**src/rtl/seg7_to_bin_capture.sv**
```systemverilog
`timescale 1ns/1ps
// Purpose: capture a two-digit seven-segment image, decode it to BCD, flag illegal codes, convert BCD to 7-bit binary.
// Latency: out_valid rises 8 edges after accept for a legal pair, 1 edge after accept for an illegal pair.
// Backpressure: one pair in flight; in_ready only in IDLE, result held in DONE until out_ready.
module seg7_to_bin_capture #(
  parameter bit SEG_ACTIVE_LOW   = 1'b1,
  parameter bit ALLOW_BLANK_TENS = 1'b1
) (
  input  logic       clk,
  input  logic       rst_n,
  input  logic [6:0] seg_tens,
  input  logic [6:0] seg_ones,
  input  logic       in_valid,
  output logic       in_ready,
  output logic       out_valid,
  input  logic       out_ready,
  output logic [6:0] bin,
  output logic [3:0] bcd_tens,
  output logic [3:0] bcd_ones,
  output logic       error
);

  typedef enum logic [1:0] {IDLE, DECODE, CONVERT, DONE} state_t;

  state_t     state;
  logic [6:0] cap_tens;
  logic [6:0] cap_ones;
  logic [7:0] bcd_sr;
  logic [6:0] acc;
  logic [2:0] iter;
  logic [3:0] dig_tens;
  logic [3:0] dig_ones;

  // Map an active-low segment code to {legal, digit}; unknown codes give {0, 0}.
  function automatic logic [4:0] decode_al(input logic [6:0] code);
    logic [4:0] r;
    case (code)
      7'b1000000: r = {1'b1, 4'd0};
      7'b1111001: r = {1'b1, 4'd1};
      7'b0100100: r = {1'b1, 4'd2};
      7'b0110000: r = {1'b1, 4'd3};
      7'b0011001: r = {1'b1, 4'd4};
      7'b0010010: r = {1'b1, 4'd5};
      7'b0000010: r = {1'b1, 4'd6};
      7'b1111000: r = {1'b1, 4'd7};
      7'b0000000: r = {1'b1, 4'd8};
      7'b0010000: r = {1'b1, 4'd9};
      default:    r = {1'b0, 4'd0};
    endcase
    return r;
  endfunction

  // Normalise captured codes to active-low so one decode table serves both polarities.
  logic [6:0] norm_tens;
  logic [6:0] norm_ones;
  assign norm_tens = SEG_ACTIVE_LOW ? cap_tens : ~cap_tens;
  assign norm_ones = SEG_ACTIVE_LOW ? cap_ones : ~cap_ones;

  logic [4:0] dec_tens;
  logic [4:0] dec_ones;
  logic       tens_blank;
  logic       tens_ok;
  logic       ones_ok;
  assign dec_tens   = decode_al(norm_tens);
  assign dec_ones   = decode_al(norm_ones);
  assign tens_blank = (norm_tens == 7'b1111111);
  // A blank tens digit decodes to 0 (the table default) when it is allowed.
  assign tens_ok    = dec_tens[4] | (ALLOW_BLANK_TENS & tens_blank);
  // Blank never matches the table, so it is always illegal on the ones digit.
  assign ones_ok    = dec_ones[4];

  // One reverse double-dabble step: shift {bcd, acc} right, then pull back any nibble that reached 8+.
  logic [14:0] shifted;
  logic [3:0]  sh_hi;
  logic [3:0]  sh_lo;
  logic [7:0]  step_bcd;
  logic [6:0]  step_acc;
  assign shifted  = {1'b0, bcd_sr, acc[6:1]};
  assign sh_hi    = shifted[14:11];
  assign sh_lo    = shifted[10:7];
  assign step_acc = shifted[6:0];
  assign step_bcd = {(sh_hi >= 4'd8) ? (sh_hi - 4'd3) : sh_hi,
                     (sh_lo >= 4'd8) ? (sh_lo - 4'd3) : sh_lo};

  // Control FSM with registered handshake flags and result registers.
  always_ff @(posedge clk) begin
    if (!rst_n) begin
      state     <= IDLE;
      in_ready  <= 1'b1;
      out_valid <= 1'b0;
      bin       <= 7'd0;
      bcd_tens  <= 4'd0;
      bcd_ones  <= 4'd0;
      error     <= 1'b0;
      cap_tens  <= 7'd0;
      cap_ones  <= 7'd0;
      bcd_sr    <= 8'd0;
      acc       <= 7'd0;
      iter      <= 3'd0;
      dig_tens  <= 4'd0;
      dig_ones  <= 4'd0;
    end else begin
      case (state)
        IDLE: begin
          if (in_valid && in_ready) begin
            cap_tens <= seg_tens;
            cap_ones <= seg_ones;
            in_ready <= 1'b0;
            state    <= DECODE;
          end
        end
        DECODE: begin
          if (!(tens_ok && ones_ok)) begin
            error     <= 1'b1;
            bin       <= 7'd0;
            bcd_tens  <= 4'd0;
            bcd_ones  <= 4'd0;
            out_valid <= 1'b1;
            state     <= DONE;
          end else begin
            dig_tens <= dec_tens[3:0];
            dig_ones <= dec_ones[3:0];
            bcd_sr   <= {dec_tens[3:0], dec_ones[3:0]};
            acc      <= 7'd0;
            iter     <= 3'd0;
            state    <= CONVERT;
          end
        end
        CONVERT: begin
          bcd_sr <= step_bcd;
          acc    <= step_acc;
          iter   <= iter + 3'd1;
          // The seventh shift has just brought the last binary bit into acc.
          if (iter == 3'd6) begin
            bin       <= step_acc;
            bcd_tens  <= dig_tens;
            bcd_ones  <= dig_ones;
            error     <= 1'b0;
            out_valid <= 1'b1;
            state     <= DONE;
          end
        end
        DONE: begin
          if (out_ready) begin
            out_valid <= 1'b0;
            in_ready  <= 1'b1;
            state     <= IDLE;
          end
        end
        default: begin
          state     <= IDLE;
          in_ready  <= 1'b1;
          out_valid <= 1'b0;
        end
      endcase
    end
  end

endmodule

```
**config.mk**
```make
export PLATFORM = sky130hd
export DESIGN_NAME = seg7_to_bin_capture
export DESIGN_NICKNAME = d
export VERILOG_FILES = /design/src/rtl/seg7_to_bin_capture.sv
export SDC_FILE = /design/constraint.sdc
export NUM_CORES = 1
export LEC_CHECK = 0
export ABC_CLOCK_PERIOD_IN_PS = 2900
export BUFFER_PORTS_ARGS = -buffer_cell sky130_fd_sc_hd__buf_2
export CAP_MARGIN = 5
export CORE_ASPECT_RATIO = 2
export CORE_MARGIN = 3
export CORE_UTILIZATION = 57
export CTS_CLUSTER_DIAMETER = 200
export CTS_CLUSTER_SIZE = 30
export DETAILED_ROUTE_END_ITERATION = 16
export GPL_ROUTABILITY_DRIVEN = 0
export HOLD_SLACK_MARGIN = 0.1
export PLACE_DENSITY = 0.79
export SLEW_MARGIN = 20
export SYNTH_ARGS = -nofsm -noshare
export SYNTH_HDL_FRONTEND = slang
export SYNTH_SLANG_ARGS = --single-unit
```
**constraint.sdc**
```tcl
create_clock -name clk -period 2.9 [get_ports clk]
set_clock_uncertainty 0.15 [all_clocks]
set_input_delay 0.29 -clock clk [delete_from_list [all_inputs] [get_ports clk]]
set_output_delay 0.29 -clock clk [all_outputs]
set_load 0.005 [all_outputs]
```
==> impl_metrics.ini, run 1 <==
[floorplan]
core_sq_mm = 0.00491
die_height_um = 107
rows = 36
start_util_pct = 59.1
die_area_sq_mm = 0.00603
die_w_um = 56.4
io_pins = 36

[cts]
cts_buffer_depth = 2
ctsHoldBuffers = 14
cts_sinks = 59
path_clk_slew_ns = 0.06
post-cts-setup-buffer-count = 0
cts-resized-gates = 0
cts_buffers = 9
insertion_delay_ns = 0.34
root_buffer = clkbuf_8
htree_levels = 3
tritoncts = yes

[yosys]
yosysTopAreaCell = dfxtp_1
ys_types = 50
syn-num-nets = 370
syn_area_sq_mm = 0.00290
synth_top_area_share_pct = 40.7
syn_inst = 344
async_reset_ff_share_pct = 0
ys_warn_count = 0
synthFlopType = dfxtp_1
synth_edf_count = 0
synth_area_leaders = dfxtp_1 (41%), mux2i_1 (11%), nand2_1 (10%)
ys_seq_elements = 59
yosysSeqAreaShare_pct = 40.7
synth_area_per_cell_sq_um = 8.43

[grt]
grt_overflow = 0
antenna_found_initial = 0
grt_pass1_vias = 2368
grt_start_max_net_pins = 60
grt_pass1_wl_mm = 10.4
grtUsageTotal_pct = 21.9

[sta]
worst_pin_slew_ns = 0.892
slew_violations = 0
slew-limit-headroom_pct = 40.5
min_period_ns = 2.51
fin_crit_sh_pct = 86.4
setup_tns_ns = 0
rsz0062_at_grt = false
fmax_mhz = 399
finalSetupViolCount = 0
finalWorstSetupSlack_ns = 0.393
hold_viol_final = 0

[power_and_ir_drop]
vdd_ir_drop_max_mv = 0.607
p_leak_nw = 1.33
p_per_area_mw_per_mm2 = 784
power.total_w = 0.00261

[layout]
final_cell_mix = nand2_1 (78), dfxtp_1 (59), buf_2 (35)
layout_commonest_cell = nand2_1
final_nets = 411
final_layout_size_suffix_gt1_share_pct = 14.2
diodes = 0
syn_to_final_growth_pct = 14.9
design_area_sq_mm = 0.00333
final_util_pct = 67.9

[drt]
dr.pass1.iters = 4
via_count = 2458
drcViolationCount = 0
wl_mm = 5.96
top_layer = met4
wl_met2_mm = 3.15
drt-initial-drc-count = 62
via_per_inst = 5.55
wl_met3_um = 208
wl_met1_mm = 2.39
drtAntennaViolNets = 0
wl_per_cell_um = 13.5

[critical_path]
reg2reg_from = cap_tens[1]$_SDFFE_PN0P_
cp.arrival_ns = 2.61
reg2regPathDepth = 6
worstSetupStartpointType = flip-flop
worstSetupEndpointType = flip-flop
reg2reg_to = bcd_tens[1]$_SDFFE_PN0P_
r2r_setup_slack_ns = 0.39
path_max_fanout = 15
worstSetupPathType = reg2reg
required_ns = 3.01

[placement]
place_hpwl_mm = 4.08
placed_cell_area_sq_mm = 0.00306
port_buffers = 35
dp_slack_ns = 0.361

[min_path]
hp-class = in2reg
hp-start = out_ready
whs_endpoint = in_ready$_SDFFE_PN1P_
hold_path_depth = 3

[job]
cap_violations = 0

[outcome]
status = finished clean
[synthesized netlist by cell type (2+ instances only)]
cell and count:
o21ai_1 3, ha_1 8, nor2b_1 3, nor3b_1 3
o211ai_1 4, mux2i_1 32, buf_6 4, clkbuf_1 17
xnor2_1 2, a21oi_1 21, and2_1 3, dfxtp_1 59
nand3_1 19, xor2_1 3, or3_1 3, nand2_1 78
o21a_1 3, o21ai_0 6, nor3_1 5, o22ai_1 8
nand4b_1 2, nand3b_1 2, or4_1 2, inv_1 9
nor2_1 15, o31ai_1 2, nand2b_1 5
[critical path, stage by stage (launching register included)]
cell and delay, ns:
dfxtp_1 0.38, or3b_1 0.26, a2111oi_2 0.08, or3_4 0.42
o21ai_2 0.15, and2_1 0.73, mux2i_1 0.26
[sequential cells by signal, summed over array words and instances, names as in the netlist]
| register | count |
|---|---|
| cap_ones | 7 |
| bin | 7 |
| dig_tens | 4 |
| bcd_ones | 4 |
| in_ready | 1 |
| error | 1 |
| bcd_tens | 4 |
| iter | 3 |
| state | 2 |
| bcd_sr | 8 |
| out_valid | 1 |
| cap_tens | 7 |
| dig_ones | 4 |
| acc | 6 |
[through the flow]
stage                     std cells  hold WS (ns)
final                           443         0.153
after global placement          417         0.288
after floorplan                 344         0.276
after global routing            443         0.171
after detailed placement        417         0.293
after CTS                       443         0.137
[where the power goes]
| part | total, W | switching [W] | internal (W) |
|---|---|---|---|
| combinational | 0.00101 | 0.000588 | 0.000417 |
| clock | 0.000575 | 0.000286 | 0.000289 |
| sequential | 0.00103 | 0.000115 | 0.000918 |
[cell families (layout without fill, tap and decap cells)]
| logic type | Yosys count | after routing | synth area share [%] |
|---|---|---|---|
| fa+ha+maj | 8 | 8 | 3.45 |
| mux | 32 | 32 | 11.0 |
| simple gates | 148 | 148 | 24.2 |
| xor+xnor | 5 | 5 | 1.51 |
| compound gates | 60 | 60 | 13.8 |
| flops | 59 | 59 | 40.7 |
| buf+inv | 32 | 74 | 5.22 |
[worst max path at each step]
stage,depth (start not counted),startpoint,slack (ns),to
after detailed placement,6,cap_tens[1]$_SDFFE_PN0P_,0.36,bin[3]$_SDFFE_PN0P_
after global placement,6,cap_tens[1]$_SDFFE_PN0P_,0.46,bin[3]$_SDFFE_PN0P_
after global routing,6,cap_tens[1]$_SDFFE_PN0P_,0.20,bin[3]$_SDFFE_PN0P_
final,6,cap_tens[1]$_SDFFE_PN0P_,0.39,bcd_tens[1]$_SDFFE_PN0P_
after CTS,6,cap_tens[1]$_SDFFE_PN0P_,0.37,bin[3]$_SDFFE_PN0P_
after floorplan,8,cap_tens[1]$_SDFFE_PN0P_,0.73,bcd_sr[6]$_SDFFE_PN0P_
[layer usage]
layer  track usage (%)  vias to the layer above
met4              13.6                        0
met3              4.70                       17
met1              23.0                     1109
met2              38.3                       55
met5                 0                        -
li1                  -                     1277
[cell type report]
cell class	count	area, sq um
clock buffer	11	131
clock inverter	1	5.00
fill	438	1580
inverter	10	37.5
multi-input combinational	253	1570
sequential	59	1180
tap	57	71.3
timing repair buffer	52	338
Note: power is estimated with default switching activity, not from simulation.
==> run 2, diff against run 1 <==
--- a/config.mk
+++ b/config.mk
@@ -5,19 +5,21 @@
 export SDC_FILE = /design/constraint.sdc
 export NUM_CORES = 1
 export LEC_CHECK = 0
+export ABC_AREA = 1
 export ABC_CLOCK_PERIOD_IN_PS = 2900
 export BUFFER_PORTS_ARGS = -buffer_cell sky130_fd_sc_hd__buf_2
 export CAP_MARGIN = 5
 export CORE_ASPECT_RATIO = 2
 export CORE_MARGIN = 3
-export CORE_UTILIZATION = 57
+export CORE_UTILIZATION = 58
 export CTS_CLUSTER_DIAMETER = 200
 export CTS_CLUSTER_SIZE = 30
 export DETAILED_ROUTE_END_ITERATION = 16
 export GPL_ROUTABILITY_DRIVEN = 0
 export HOLD_SLACK_MARGIN = 0.1
-export PLACE_DENSITY = 0.79
+export PLACE_DENSITY = 0.8
 export SLEW_MARGIN = 20
 export SYNTH_ARGS = -nofsm -noshare
 export SYNTH_HDL_FRONTEND = slang
 export SYNTH_SLANG_ARGS = --single-unit
+export TNS_END_PERCENT = 20
==> run 2 against run 1 <==
  * Via count increased by 18%
  * Combinational power increased by 37%
  * Register-to-register slack improved by 0.35 ns
  * Final cell count increased by 24%
  * Clock power increased by 28%
  * Global-route usage increased by 3.0 points
  * Critical endpoint is now state[0]$_SDFFE_PN0P_
==> impl_metrics.ini, run 2 <==
[outcome]
status = finished clean

[critical_path]
path_cells = inv_1 -> ha_1 -> inv_1 -> a21oi_1 -> or2_2 -> a21oi_1 -> o21ai_0 -> a21oi_1
crit_family = compound AO/OA/AOI/OAI gates
cpMostUsedCell = a21oi_1
crit_slowest_cell = dfxtp_1
reg2regPathDepth = 8
cpPeakStageDelay_ns = 0.41
cp.arrival_ns = 2.27
path_max_fanout = 13
required_ns = 3.01
reg2reg_from = state[0]$_SDFFE_PN0P_
worstSetupPathType = reg2reg
cp_num_buf_inv = 2
worstSetupStartpointType = flip-flop
worstSetupEndpointType = flip-flop
r2r_setup_slack_ns = 0.75
reg2reg_to = state[0]$_SDFFE_PN0P_

[placement]
place_hpwl_mm = 4.75
placed_cell_area_sq_mm = 0.00315
port_buffers = 35

[layout]
regMostFlops = bcd_sr
largest_register_ffs = 8
syn_to_final_growth_pct = 17.2
diodes = 0
layout_commonest_cell = nand2_1
design_area_sq_mm = 0.00345
final_nets = 514
final_layout_size_suffix_gt1_share_pct = 15.0
final_cell_mix = nand2_1 (109), nor2_1 (80), dfxtp_1 (59)

[grt]
grtUsageTotal_pct = 24.8
antenna_found_initial = 0
grt_overflow = 0
grt_pass1_vias = 2840
grt_start_max_net_pins = 30
grt_pass1_wl_mm = 11.8

[drt]
via_per_inst = 5.28
wl_per_cell_um = 12.3
via_count = 2904
drtAntennaViolNets = 0
wl_mm = 6.75
dr.pass1.iters = 4
drcViolationCount = 0
drt-initial-drc-count = 105

[sta]
min_period_ns = 2.15
rsz0062_at_grt = false
slew-limit-headroom_pct = 55.7
finalSetupViolCount = 0
fmax_mhz = 464
fin_crit_sh_pct = 74.2
setup_tns_ns = 0
worst_pin_slew_ns = 0.664
hold_viol_final = 0
slew_violations = 0

[yosys]
async_reset_ff_share_pct = 0
synthFlopType = dfxtp_1
yosysMostFrequentCell = nand2_1
ys_types = 26
ys_seq_elements = 59
synth_area_per_cell_sq_um = 6.63
syn_area_sq_mm = 0.00294
synth_common_cells = nand2_1 (109), nor2_1 (80), dfxtp_1 (59)
synth_top_area_share_pct = 40.1
syn_inst = 444
yosysTopAreaCell = dfxtp_1
yosysSeqAreaShare_pct = 40.1
syn-num-nets = 470
ys_warn_count = 0
synth_area_leaders = dfxtp_1 (40%), nand2_1 (14%), nor2_1 (10%)
synth_edf_count = 0

[cts]
htree_levels = 3
insertion_delay_ns = 0.34
cts_buffers = 9
cts_sinks = 59
path_clk_slew_ns = 0.07
tritoncts = yes
cts_buffer_depth = 2
root_buffer = clkbuf_8
cts-resized-gates = 0

[floorplan]
start_util_pct = 60.0
core_sq_mm = 0.00491
die_w_um = 56.4
die_area_sq_mm = 0.00602
io_pins = 36
die_height_um = 107
rows = 36

[power_and_ir_drop]
pwr-share-seq_pct = 35.8
switching_power_w = 0.00137
p_per_area_mw_per_mm2 = 956
intPower_w = 0.00193
clkPwrFrac_pct = 22.3
p_leak_nw = 1.60
vdd_ir_drop_max_mv = 0.737
p_sw_share_pct = 41.5
pwr-share-comb_pct = 41.9

[min_path]
hp-class = in2reg
hold_path_depth = 3
hp-start = seg_tens[2]
whs_endpoint = cap_tens[2]$_SDFFE_PN0P_

[job]
cap_violations = 0
[run 2: cell count changes in the layout (fill, tap and decap cells not counted), sizes merged, moves of 5 or more]
cell,before,now
mux2i,32,0
o22ai,8,0
o21ai,10,29
nand2,78,112
nand2b,5,0
nor2,16,83
nand3,20,38
inv,10,36
a21oi,21,43
[run 2: worst max path at each step]
stage / from / to / slack (ns) / cells after the start
after detailed placement: state[0]$_SDFFE_PN0P_ / bin[5]$_SDFFE_PN0P_ / 0.78 / 10
after CTS: state[0]$_SDFFE_PN0P_ / bin[5]$_SDFFE_PN0P_ / 0.76 / 10
after global placement: state[0]$_SDFFE_PN0P_ / bin[5]$_SDFFE_PN0P_ / 0.82 / 10
after global routing: state[0]$_SDFFE_PN0P_ / bin[4]$_SDFFE_PN0P_ / 0.48 / 10
after floorplan: state[0]$_SDFFE_PN0P_ / bin[0]$_SDFFE_PN0P_ / 0.95 / 10
final: state[0]$_SDFFE_PN0P_ / state[0]$_SDFFE_PN0P_ / 0.75 / 8
[run 2: area by class of cell]
cell class              instances  area [sq um]
fillers                       454          1460
clock buffers                  11           141
well taps                      57          71.3
flip-flops and latches         59          1180
clock inverters                 5          52.6
multi-input cells             330          1540
inverters                      36           135
repair buffers                 52           330
[run 2: layer usage]
layer	track usage, %	share of wire [%]
met5	0	0
met4	17.0	4.5
met3	5.90	4.0
met2	46.2	55
met1	22.9	37
[run 2: power by group through the flow]
stage	clock network, W	logic (W)	registers (W)
floorplan	0	0.00105	0.00118
global placement	0	0.00132	0.00119
detailed placement	0	0.00135	0.00120
CTS	0.000749	0.00138	0.00118
global route	0.000784	0.00160	0.00121
finish	0.000736	0.00138	0.00118
[run 2: tightest hold or removal path, cell delays in order]
cell	delay (ns)
buf_2	0.07
o21ai_0	0.08
a21oi_1	0.11
[run 2: cells by family after synthesis]
family                     after synthesis  synth area share (%)
AOI/OAI and AO/OA                       76                  13.3
xor gates and xnor gates                 2                 0.595
adders and majority gates                8                  3.40
buffers and inverters                   55                  7.61
DFF                                     59                  40.1
and+or+nand+nor                        244                  35.0
[run 2: stage by stage]
step | hold slack (ns) | setup slack (ns) | std cells | utilization (%) | power [W]
3_3_place_gp | 0.292 | 0.821 | 523 | 64.1 | 0.00251
2_1_floorplan | 0.294 | 0.947 | 444 | - | 0.00222
3_5_place_dp | 0.301 | 0.781 | 523 | 64.1 | 0.00255
6_report | 0.0994 | 0.747 | 550 | 70.3 | 0.00330
4_1_cts | 0.103 | 0.762 | 550 | 70.3 | 0.00331
5_1_grt | 0.134 | 0.481 | 550 | 70.3 | 0.00360
[run 2: repair_timing]
action	4_1_cts	5_1_grt
hold buffers	11	0
buffers inserted	0	0
endpoints found under the hold margin	11	0
